### src/rtl/timing_sequencer_if.sv
// Bundle of the control inputs and status outputs of the instruction
// timing sequencer. The clock and reset stay outside as plain ports.
interface timing_sequencer_if #(
  parameter int T_STATES = 4,
  parameter int ICNT_W   = 16
);
  localparam int TC_W = (T_STATES > 2) ? $clog2(T_STATES) : 1;

  // Control inputs toward the sequencer
  logic              hlt;
  logic              clr_timer;
  logic              wait_req;
  logic              resume;
  logic              step_mode;
  logic              step;

  // Status outputs from the sequencer
  logic [TC_W-1:0]     time_cycle;
  logic [T_STATES-1:0] T;
  logic                halted;
  logic                instr_done;
  logic [ICNT_W-1:0]   instr_count;
  logic                overrun;

  // The sequencer itself
  modport slave (
    input  hlt, clr_timer, wait_req, resume, step_mode, step,
    output time_cycle, T, halted, instr_done, instr_count, overrun
  );

  // Whatever drives the control inputs (CPU control unit, testbench)
  modport master (
    output hlt, clr_timer, wait_req, resume, step_mode, step,
    input  time_cycle, T, halted, instr_done, instr_count, overrun
  );
endinterface

### src/rtl/timing_sequencer.sv
// Instruction timing sequencer: steps through T-states T0..T(n-1) per
// instruction, with wait-state stalls, halt/resume, early end-of-instruction
// and single-instruction stepping. All outputs are registered.
//
// state       | meaning
// ------------+--------------------------------------------------------
// S_IDLE      | one cycle after reset release, T all zero
// S_RUN       | executing, T one-hot at time_cycle
// S_HALT      | halted, T all zero, time_cycle frozen where hlt hit
// S_STEP_WAIT | stepping, instruction retired, waiting for a step pulse
module timing_sequencer #(
  parameter int T_STATES = 4,
  parameter int ICNT_W   = 16
) (
  input  logic                clk,
  input  logic                reset,
  timing_sequencer_if.slave   bus
);

  localparam int TC_W = (T_STATES > 2) ? $clog2(T_STATES) : 1;
  localparam logic [TC_W-1:0] TC_LAST = TC_W'(T_STATES - 1);
  localparam logic [TC_W-1:0] TC_ZERO = '0;
  localparam logic [TC_W-1:0] TC_ONE  = TC_W'(1);
  localparam logic [ICNT_W-1:0] CNT_ONE = ICNT_W'(1);
  localparam logic [T_STATES-1:0] T_ONE = T_STATES'(1);

  typedef enum logic [1:0] {
    S_IDLE      = 2'd0,
    S_RUN       = 2'd1,
    S_HALT      = 2'd2,
    S_STEP_WAIT = 2'd3
  } state_t;

  state_t              state_q, state_d;
  logic [TC_W-1:0]     tc_q, tc_d;
  logic [T_STATES-1:0] t_q, t_d;
  logic                halted_q, halted_d;
  logic                done_q, done_d;
  logic [ICNT_W-1:0]   cnt_q, cnt_d;
  logic                ovr_q, ovr_d;

  logic hlt_i, clr_timer_i, wait_req_i, resume_i, step_mode_i, step_i;
  logic at_last;
  logic end_of_instr;

  assign hlt_i       = bus.hlt;
  assign clr_timer_i = bus.clr_timer;
  assign wait_req_i  = bus.wait_req;
  assign resume_i    = bus.resume;
  assign step_mode_i = bus.step_mode;
  assign step_i      = bus.step;

  assign at_last      = (tc_q == TC_LAST);
  assign end_of_instr = clr_timer_i || at_last;

  // Next-state and counter update; RUN priority is wait, halt, end, advance
  always_comb begin
    state_d = state_q;
    tc_d    = tc_q;
    done_d  = 1'b0;
    cnt_d   = cnt_q;
    ovr_d   = ovr_q;

    unique case (state_q)
      S_IDLE: begin
        state_d = S_RUN;
        tc_d    = TC_ZERO;
      end

      S_RUN: begin
        if (wait_req_i) begin
          state_d = S_RUN;
        end else if (hlt_i) begin
          state_d = S_HALT;
        end else if (end_of_instr) begin
          tc_d   = TC_ZERO;
          done_d = 1'b1;
          cnt_d  = cnt_q + CNT_ONE;
          // Running off the end without the control unit closing the
          // instruction means the microcode needed more T-states.
          if (!clr_timer_i) begin
            ovr_d = 1'b1;
          end
          state_d = step_mode_i ? S_STEP_WAIT : S_RUN;
        end else begin
          tc_d = tc_q + TC_ONE;
        end
      end

      S_HALT: begin
        if (resume_i && !hlt_i) begin
          state_d = S_RUN;
          tc_d    = TC_ZERO;
        end
      end

      S_STEP_WAIT: begin
        tc_d = TC_ZERO;
        if (step_i || !step_mode_i) begin
          state_d = S_RUN;
        end
      end

      default: begin
        state_d = S_IDLE;
        tc_d    = TC_ZERO;
      end
    endcase
  end

  // Output decode from the next state so T/halted register in step with it
  always_comb begin
    t_d      = '0;
    halted_d = 1'b0;
    if (state_d == S_RUN) begin
      t_d = T_ONE << tc_d;
    end
    if (state_d == S_HALT) begin
      halted_d = 1'b1;
    end
  end

  // State and output registers with synchronous reset
  always_ff @(posedge clk) begin
    if (reset) begin
      state_q  <= S_IDLE;
      tc_q     <= TC_ZERO;
      t_q      <= '0;
      halted_q <= 1'b0;
      done_q   <= 1'b0;
      cnt_q    <= '0;
      ovr_q    <= 1'b0;
    end else begin
      state_q  <= state_d;
      tc_q     <= tc_d;
      t_q      <= t_d;
      halted_q <= halted_d;
      done_q   <= done_d;
      cnt_q    <= cnt_d;
      ovr_q    <= ovr_d;
    end
  end

  assign bus.time_cycle  = tc_q;
  assign bus.T           = t_q;
  assign bus.halted      = halted_q;
  assign bus.instr_done  = done_q;
  assign bus.instr_count = cnt_q;
  assign bus.overrun     = ovr_q;

endmodule

### src/flat_wrapper.sv
// flat-port wrapper written by rule: the top's interface ports become plain ports
module timing_sequencer_flat 
#(
  parameter int T_STATES = 4,
  parameter int ICNT_W   = 16
)
  (clk, reset, bus_hlt, bus_clr_timer, bus_wait_req, bus_resume, bus_step_mode, bus_step, bus_time_cycle, bus_T, bus_halted, bus_instr_done, bus_instr_count, bus_overrun);
  timing_sequencer_if #(.T_STATES(T_STATES), .ICNT_W(ICNT_W)) bus_i ();
  input  logic clk;
  input  logic reset;
  input wire logic [$bits(bus_i.hlt)-1:0] bus_hlt;
  input wire logic [$bits(bus_i.clr_timer)-1:0] bus_clr_timer;
  input wire logic [$bits(bus_i.wait_req)-1:0] bus_wait_req;
  input wire logic [$bits(bus_i.resume)-1:0] bus_resume;
  input wire logic [$bits(bus_i.step_mode)-1:0] bus_step_mode;
  input wire logic [$bits(bus_i.step)-1:0] bus_step;
  output wire logic [$bits(bus_i.time_cycle)-1:0] bus_time_cycle;
  output wire logic [$bits(bus_i.T)-1:0] bus_T;
  output wire logic [$bits(bus_i.halted)-1:0] bus_halted;
  output wire logic [$bits(bus_i.instr_done)-1:0] bus_instr_done;
  output wire logic [$bits(bus_i.instr_count)-1:0] bus_instr_count;
  output wire logic [$bits(bus_i.overrun)-1:0] bus_overrun;
  assign bus_i.hlt = bus_hlt;
  assign bus_i.clr_timer = bus_clr_timer;
  assign bus_i.wait_req = bus_wait_req;
  assign bus_i.resume = bus_resume;
  assign bus_i.step_mode = bus_step_mode;
  assign bus_i.step = bus_step;
  assign bus_time_cycle = bus_i.time_cycle;
  assign bus_T = bus_i.T;
  assign bus_halted = bus_i.halted;
  assign bus_instr_done = bus_i.instr_done;
  assign bus_instr_count = bus_i.instr_count;
  assign bus_overrun = bus_i.overrun;
  timing_sequencer #(.T_STATES(T_STATES), .ICNT_W(ICNT_W)) u_core (.clk(clk), .reset(reset), .bus(bus_i));
endmodule
### config.mk
export PLATFORM = sky130hd
export DESIGN_NAME = timing_sequencer_flat
export DESIGN_NICKNAME = d
export VERILOG_FILES = /design/src/rtl/timing_sequencer_if.sv /design/src/rtl/timing_sequencer.sv /design/src/flat_wrapper.sv
export SDC_FILE = /design/constraint.sdc
export NUM_CORES = 1
export LEC_CHECK = 0
export CAP_MARGIN = 20
export CORE_AREA = 2 2 58 60
export CTS_CLUSTER_SIZE = 30
export DETAILED_ROUTE_END_ITERATION = 16
export DIE_AREA = 0 0 60 62
export PLACE_DENSITY_LB_ADDON = 0.2
export SETUP_SLACK_MARGIN = 0.1
export SYNTH_ARGS = -nofsm -noshare
export SYNTH_HDL_FRONTEND = slang
export SYNTH_SLANG_ARGS = --single-unit
export TNS_END_PERCENT = 5
### constraint.sdc
create_clock -name clk -period 3.9 [get_ports clk]
set_input_delay 0.585 -clock clk [delete_from_list [all_inputs] [get_ports clk]]
set_output_delay 0.585 -clock clk [all_outputs]
set_load 0.02 [all_outputs]
Word-level counts from Yosys, hierarchy flattened
Index checks and enable logic that the tools add are counted.
Word-level totals
  register bits: 27
  bits of input ports: 8
Operators by class
  add/sub/neg operators: 2
  equal/unequal tests: 6
  shift operators: 1
  mux-type cells: 14
  bitwise gates (word level): 5
  reductions and logical operators: 11
Operators by type and width (count)
  $mux 2: 10
  $add 16x1->16 const B: 1
  $eq 2x2->1 const B: 4
  $pmux 2 s4: 1
  $pmux 2 s3: 1
  $not 1->1: 5
  $reduce_and 5->1: 1
  $eq 2x1->1 const B: 2
  $reduce_and 4->1: 1
  $reduce_or 2->1: 2
  $reduce_or 4->1: 1
  $shl 1x2->4 const A: 1
  $add 2x1->2 const B: 1
  $logic_not 1->1: 2
  $logic_not 2->1: 1
  $logic_or 1x1->1: 2
  $mux 1: 2
  $logic_and 1x1->1: 1

Logic depth before layout (Yosys ltp)
Gate-level depths: netlist (run 1).
  word-level depth: 9
  mapped depth: 6

Least setup slack after synthesis (run 1)
Ideal clock, no wire load.
  path type: in2reg
  start: input bus_wait_req
  end: register u_core.cnt_q[15] (netlist: u_core.bus.instr_count[15])
  arrival: 2091 ps
  setup slack: 1685 ps
  cell stages on the path: 5
  cell sequence: or3b_1 -> or3_1 -> buf_2 -> nor4_1 -> mux2_1
Between the ends
  cells in the longest elaborated chain, start to end: 2
RTL lines
  start: declaration: RTL line flat_wrapper.sv:13  | input wire logic [$bits(bus_i.wait_req)-1:0] bus_wait_req;
  $not 1->1 (no source line)
  $reduce_and 4->1 (no source line)
  end signal: assignment: RTL line timing_sequencer.sv:139  | cnt_q <= cnt_d;
  end: declaration: RTL line timing_sequencer.sv:39  | logic [ICNT_W-1:0] cnt_q, cnt_d;
No other way between the ends.
A chain may end at the register's enable or synchronous reset.

Worst setup path after layout (run 1)
Same ends and word-level chain as after synthesis.

==> summary.txt, run 1 <==
Status
  • Outcome: finished, final reports clean

CTS
  • CTS tree: built
  • Clk buf depth: 2
  • CTS Root Cell: clkbuf_4
  • Htree depth: 1
  • Resize count post-CTS: 0
  • Total CTS buffers: 3
  • Reg clk slew, reported paths: 0.14 ns
  • Hold_buf cts: 0
  • Worst-Skew Late Latency: 0.31 ns
  • # Post-CTS Setup Buffers: 0
  • Clock sinks: 27

Pwr
  • NetSw: 101 uW
  • Gate power share: 9.3%
  • Pwr Density: 283 nW/um2
  • Max rail drop VDD: 0.125 mV
  • Power Internal: 338 uW
  • Sequential power share: 64.5%
  • Power share of the clock group: 26.2%
  • Sw Share: 23.0%
  • LEAKAGE: 0.000500 uW

STA
  • Unrepaired setup endpoints after global routing: no
  • Clock Skew: 0.00254 ns
  • Peak Freq: 0.377 GHz
  • Fin Setup TNS: 0 ns
  • Final Setup Violations: 0
  • Post-route clock period utilization: 68.0%
  • Tmin final: 2.65 ns
  • Max Slew Vio Count: 0
  • Worst rel slew slack: 39.6%
  • Final hold viol count: 0
  • Worst-margin pin slew: 0.903 ns

Final layout
  • Final core utilization: 48.9%
  • FF/Latch Area: 541 um2
  • Area growth from synthesis to layout: 32.8%
  • Diode count: 0
  • Multi-input logic area: 596 um2
  • Layout cells sized above 1: 1.84%
  • Filler Cell Count: 305
  • Final net count: 174

Route
  • Via density: 5.12
  • Routed vias: 1071
  • DRT antenna net count: 0
  • Routed len/inst: 12.2 um
  • Total routed wirelength: 2540 um
  • DRC errors left: 0
  • Detailed router's first-iteration violation count: 19
  • Initial DRT Pass Iterations: 4

Critical path
  • Critical Path RT: 4.11 ns
  • R2r startpoint: u_core.state_q[0]$_SDFF_PP0_
  • Arrival time worst endpoint: 2.86 ns
  • Reg2Reg Depth: 4
  • R2R Path End: u_core.bus.instr_count[15]$_SDFFE_PP0P_
  • Critical-path maximum fanout: 12
  • CP top delay family: simple AND/OR/NAND/NOR gates
  • Kind of critical path: input pin to register
  • Crit start category: input pin
  • Slowest stage delay, CP: 0.56 ns
  • Critical path endpoint category: register
  • CP Cell Sequence: clkdlybuf4s50_1 -> or3b_1 -> or3_1 -> nor4_1 -> mux2_1
  • Worst path bufs/invs: 1
  • Slowest CP cell: or3b_1
  • Flop2flop setup slack: 1.61 ns

Logic synthesis
  • Async set-reset flop share out of synthesis: 0%
  • Synth Net Count: 142
  • Synth area leader: dfxtp_1
  • Synth top area share: 46.2%
  • Synth area leaders: dfxtp_1 46%, nor2_1 5.4%, xnor2_1 5.2%
  • Post-synthesis register bit count: 27
  • EDFF count, synth: 0
  • Mean Syn Cell Area: 8.87 um2
  • Synth unique cells: 35
  • Dominant cell by count in the synthesized netlist: dfxtp_1
  • Cell count after synthesis: 132
  • Sequential share of the synthesized area: 46.2%
  • Synthesized cell area: 1170 um2
  • Ys Warns: 0
  • Synth top cells by count: 27 x dfxtp_1, 17 x nor2_1, 8 x a21oi_1, 7 x xnor2_1
  • Ys flop type: dfxtp_1

Min path
  • Hold endpoint: u_core.bus.overrun$_SDFFE_PP0P_
  • Hold path startpoint: u_core.bus.overrun$_SDFFE_PP0P_
  • Hold WC Path Type: register to register
  • Hold depth: 2

Die
  • Die height: 62 um
  • Cell row count: 21
  • Placeable Area: 3180 um2
  • Initial Utilization: 36.8%
  • Chip width: 60 um
  • IO Pins: 33
  • Die area: 3720 um2

Run
  • Max-cap violation count: 0

GRT
  • First-pass GRT wire length: 4390 um
  • Vias in the first global route: 993
  • Gr usage total: 15.2%
  • Pin count of the biggest net entering global routing: 25
  • Initial antenna violation count: 0
  • GRT overflow: 0

Placement
  • Final GP Congestion: 0.840
  • PortBufs: 32
  • HPWL Detailed: 1850 um
-- area by class of cell --
class | count | area share, %
flip-flops and latches | 27 | 34.8
multi-input cells | 96 | 38.3
repair buffers | 32 | 20.6
inverters | 4 | 0.965
well taps | 46 | 3.70
clock buffers | 4 | 1.69
-- through the flow --
step | cell area [um2] | setup WS [ns] | hold slack [ns] | cells | power, uW
5_1_grt | 1560 | 1.17 | 0.531 | 209 | 464
3_3_place_gp | 1530 | 0.981 | 0.454 | 205 | 329
6_report | 1560 | 1.25 | 0.493 | 209 | 440
4_1_cts | 1560 | 1.25 | 0.500 | 209 | 446
2_1_floorplan | 1170 | 1.69 | 0.555 | 132 | 311
3_5_place_dp | 1530 | 0.897 | 0.467 | 205 | 330
-- logic make-up (layout without fill, tap and decap cells) --
family / Yosys count / in the layout / share of synthesized area (%)
muxes: 1 / 1 / 0.961
DFF: 27 / 27 / 46.2
AOI/OAI and AO/OA: 25 / 25 / 13.9
buffers and inverters: 9 / 40 / 2.99
xor gates and xnor gates: 8 / 8 / 5.98
and+or+nand+nor: 60 / 60 / 27.9
adders and majority gates: 2 / 2 / 2.14
-- worst min-delay path, delay by kind of cell (launching register included) --
kind / cells / cell delay [ns]
flops: 1 / 0.36
simple gates: 2 / 0.12
-- sequential cells by signal, summed over array words and instances, names as in the netlist --
| register | flops |
|---|---|
| u_core.bus.instr_count | 16 |
| u_core.bus.T | 4 |
| u_core.bus.time_cycle | 2 |
| u_core.state_q | 2 |
| u_core.bus.halted | 1 |
| u_core.bus.instr_done | 1 |
| u_core.bus.overrun | 1 |
-- power groups by stage --
stage	registers [uW]	logic, uW	clock network, uW
floorplan	292	18.7	0
global placement	289	40.1	0
detailed placement	289	40.9	0
CTS	283	41.1	122
global route	284	44.7	136
finish	283	40.9	115
-- worst max-delay path by stage --
stage                            start                                      end  cells after the start
after detailed placement  bus_wait_req  u_core.bus.instr_count[15]$_SDFFE_PP0P_                      5
after floorplan           bus_wait_req  u_core.bus.instr_count[15]$_SDFFE_PP0P_                      5
after global placement    bus_wait_req  u_core.bus.instr_count[15]$_SDFFE_PP0P_                      5
after CTS                 bus_wait_req  u_core.bus.instr_count[15]$_SDFFE_PP0P_                      5
after global routing      bus_wait_req  u_core.bus.instr_count[15]$_SDFFE_PP0P_                      5
final                     bus_wait_req  u_core.bus.instr_count[15]$_SDFFE_PP0P_                      5
-- layer usage --
layer	share of wire [%]	GRT usage, %
met1	49	20.3
met2	46	25.3
met4	0.79	3.81
met3	4.0	3.31
met5	0	0
-- cell usage in the layout, fill, tap and decap left out --
cell,instances
dfxtp_1,27
a22o_1,1
inv_1,4
nand2b_1,1
o211a_1,1
o2bb2ai_1,1
clkbuf_4,3
nor4_1,6
o22ai_1,1
o21bai_1,1
o21a_1,1
mux2_1,1
xor2_1,1
nand2_1,6
nor3b_1,3
nor4b_1,1
nand3_1,4
a221oi_1,1
o21ai_0,4
o31ai_1,4
or3b_1,1
nor3_1,5
and4_1,1
a21oi_1,8
xnor2_1,7
clkbuf_1,1
clkdlybuf4s50_1,32
a22oi_1,2
nor2b_1,2
or2b_1,1
or3_1,3
nand4_1,4
nor2_1,17
ha_1,2
or4_1,4
nand4b_1,1
Note: power is estimated with default switching activity, not from simulation.
==> run 2, diff against run 1 <==
- clock period: 3.9 -> 2.7 ns (I/O delays scaled with it)
==> run 2 against run 1 <==
  * Sequential share of layout area shrank 0.69 points
  * Hold slack better by 0.0096 ns
  * Sequential power rose by 45%
  * Critical path depth is the same
  * Non-clock buffer count is 4 higher
  * Setup slack got worse by 0.68 ns
  * Clock power is 54% higher
  * Register-to-register slack lost 0.88 ns
  * Die area did not move
==> summary.txt, run 2 (synthesized netlist as in run 1, its figures left out) <==
CTS
  • Clock sinks: 27
  • Htree depth: 1
  • Reg clk slew, reported paths: 0.15 ns
  • CTS Root Cell: clkbuf_4
  • CTS tree: built
  • Hold_buf cts: 0
  • Total CTS buffers: 3
  • Clk buf depth: 2
  • # Post-CTS Setup Buffers: 0
  • Resize count post-CTS: 0
  • Worst-Skew Late Latency: 0.32 ns

Route
  • Met3 WL: 65 um
  • Routed vias: 1118
  • Top layer in use: met4
  • WL met2: 1290 um
  • Met1 Wirelength: 1250 um
  • DRC errors left: 0
  • Routed len/inst: 12.4 um
  • Initial DRT Pass Iterations: 4
  • Total routed wirelength: 2630 um
  • Detailed router's first-iteration violation count: 26
  • DRT antenna net count: 0
  • Via density: 5.25

Final layout
  • Most frequent cells in the layout: 32 x clkdlybuf4s50_1, 27 x dfxtp_1, 17 x nor2_1, 8 x a21oi_1, 7 x xnor2_1
  • Final core utilization: 49.9%
  • Filler Cell Count: 290
  • Diode count: 0
  • Max FFs per register: 16
  • Most common cell after layout, fill and taps aside: clkdlybuf4s50_1
  • Final net count: 178
  • Layout cells sized above 1: 4.79%
  • Area growth from synthesis to layout: 35.5%
  • Finished Cell Area: 1590 um2

STA
  • Post-route clock period utilization: 79.1%
  • Tmin final: 2.13 ns
  • Final hold viol count: 0
  • Unrepaired setup endpoints after global routing: no
  • Worst-margin pin slew: 0.571 ns
  • Final setup margin: 0.565 ns
  • Peak Freq: 0.468 GHz
  • Max Slew Vio Count: 0
  • Fin Setup TNS: 0 ns
  • Final Setup Violations: 0
  • Clock Skew: 0.00519 ns
  • Worst rel slew slack: 61.8%

Critical path
  • Slowest stage delay, CP: 0.46 ns
  • Critical path endpoint category: register
  • Arrival time worst endpoint: 2.36 ns
  • CP Cell Sequence: clkdlybuf4s50_1 -> or3b_1 -> or3_1 -> nor4_1 -> mux2_1
  • Critical Path RT: 2.92 ns
  • R2R Path End: u_core.bus.instr_count[15]$_SDFFE_PP0P_
  • R2r startpoint: u_core.state_q[0]$_SDFF_PP0_
  • CP endpoint: u_core.bus.instr_count[15]$_SDFFE_PP0P_
  • Kind of critical path: input pin to register
  • Critical-path maximum fanout: 4
  • Crit start category: input pin
  • Slowest CP cell: clkdlybuf4s50_1
  • Flop2flop setup slack: 0.73 ns
  • Reg2Reg Depth: 4
  • Critical Path Start: bus_wait_req

GRT
  • GRT overflow: 0
  • Vias in the first global route: 1037
  • Initial antenna violation count: 0
  • First-pass GRT wire length: 4460 um
  • Gr usage total: 15.6%
  • Pin count of the biggest net entering global routing: 16

Die
  • Chip width: 60 um
  • Placeable Area: 3180 um2
  • Cell row count: 21
  • Initial Utilization: 36.8%
  • Die height: 62 um
  • IO Pins: 33
  • Die area: 3720 um2

Pwr
  • NetSw: 160 uW
  • Gate power share: 9.8%
  • LEAKAGE: 0.000521 uW
  • Sequential power share: 63.0%
  • Power Internal: 490 uW
  • Power share of the clock group: 27.2%
  • Pwr Density: 409 nW/um2
  • Sw Share: 24.6%
  • Power after layout: 650 uW
  • Max rail drop VDD: 0.254 mV

Run
  • Max-cap violation count: 0

Placement
  • Setup WS pre-CTS: 0.203 ns
  • PortBufs: 32
  • HPWL Detailed: 1940 um
  • Placed instance area: 1560 um2
  • Final GP Congestion: 0.864

Min path
  • Hold WC Path Type: register to register

Status
  • Outcome: finished, final reports clean
-- run 2: final cells by class --
| type | count | area, um2 | share of cell area, % |
|---|---|---|---|
| clock buffers | 3 | 22.5 | 1.42 |
| clock inverters | 1 | 5.00 | 0.315 |
| flip-flops and latches | 27 | 541 | 34.1 |
| well taps | 46 | 57.6 | 3.63 |
| multi-input cells | 96 | 596 | 37.5 |
| repair buffers | 36 | 350 | 22.1 |
| inverters | 4 | 15.0 | 0.946 |
-- run 2: worst min path at each step --
stage	to	slack [ns]	start	depth (start not counted)
after global placement	u_core.bus.overrun$_SDFFE_PP0P_	0.45	u_core.bus.overrun$_SDFFE_PP0P_	2
after floorplan	u_core.bus.instr_done$_SDFF_PP0_	0.48	reset	1
after CTS	u_core.bus.overrun$_SDFFE_PP0P_	0.51	u_core.bus.overrun$_SDFFE_PP0P_	2
final	u_core.bus.overrun$_SDFFE_PP0P_	0.50	u_core.bus.overrun$_SDFFE_PP0P_	2
after global routing	u_core.bus.overrun$_SDFFE_PP0P_	0.52	u_core.bus.overrun$_SDFFE_PP0P_	2
after detailed placement	u_core.bus.overrun$_SDFFE_PP0P_	0.47	u_core.bus.overrun$_SDFFE_PP0P_	2
-- run 2: power groups by stage --
stage                     combinational (uW)  sequential, uW  clock (uW)
final                                   63.6             410         177
after global routing                    69.3             410         199
after CTS                               63.5             409         182
after detailed placement                63.4             418           0
after global placement                  62.2             418           0
after floorplan                         27.0             422           0
-- run 2: metrics by stage --
| step | hold slack [ns] | instances |
|---|---|---|
| 2_1_floorplan | 0.484 | 132 |
| 3_3_place_gp | 0.454 | 209 |
| 3_5_place_dp | 0.469 | 209 |
| 4_1_cts | 0.506 | 213 |
| 5_1_grt | 0.523 | 213 |
| 6_report | 0.502 | 213 |
-- run 2: layer usage --
layer	vias up	GRT usage (%)
met2	23	27.0
met1	536	19.5
met4	0	5.71
met3	2	2.69
met5	-	0
li1	557	-
-- run 2: critical path, delay by kind of cell --
family,cells,cell delay [ns]
buf+inv,1,0.46
mux,1,0.35
simple gates,3,1.14
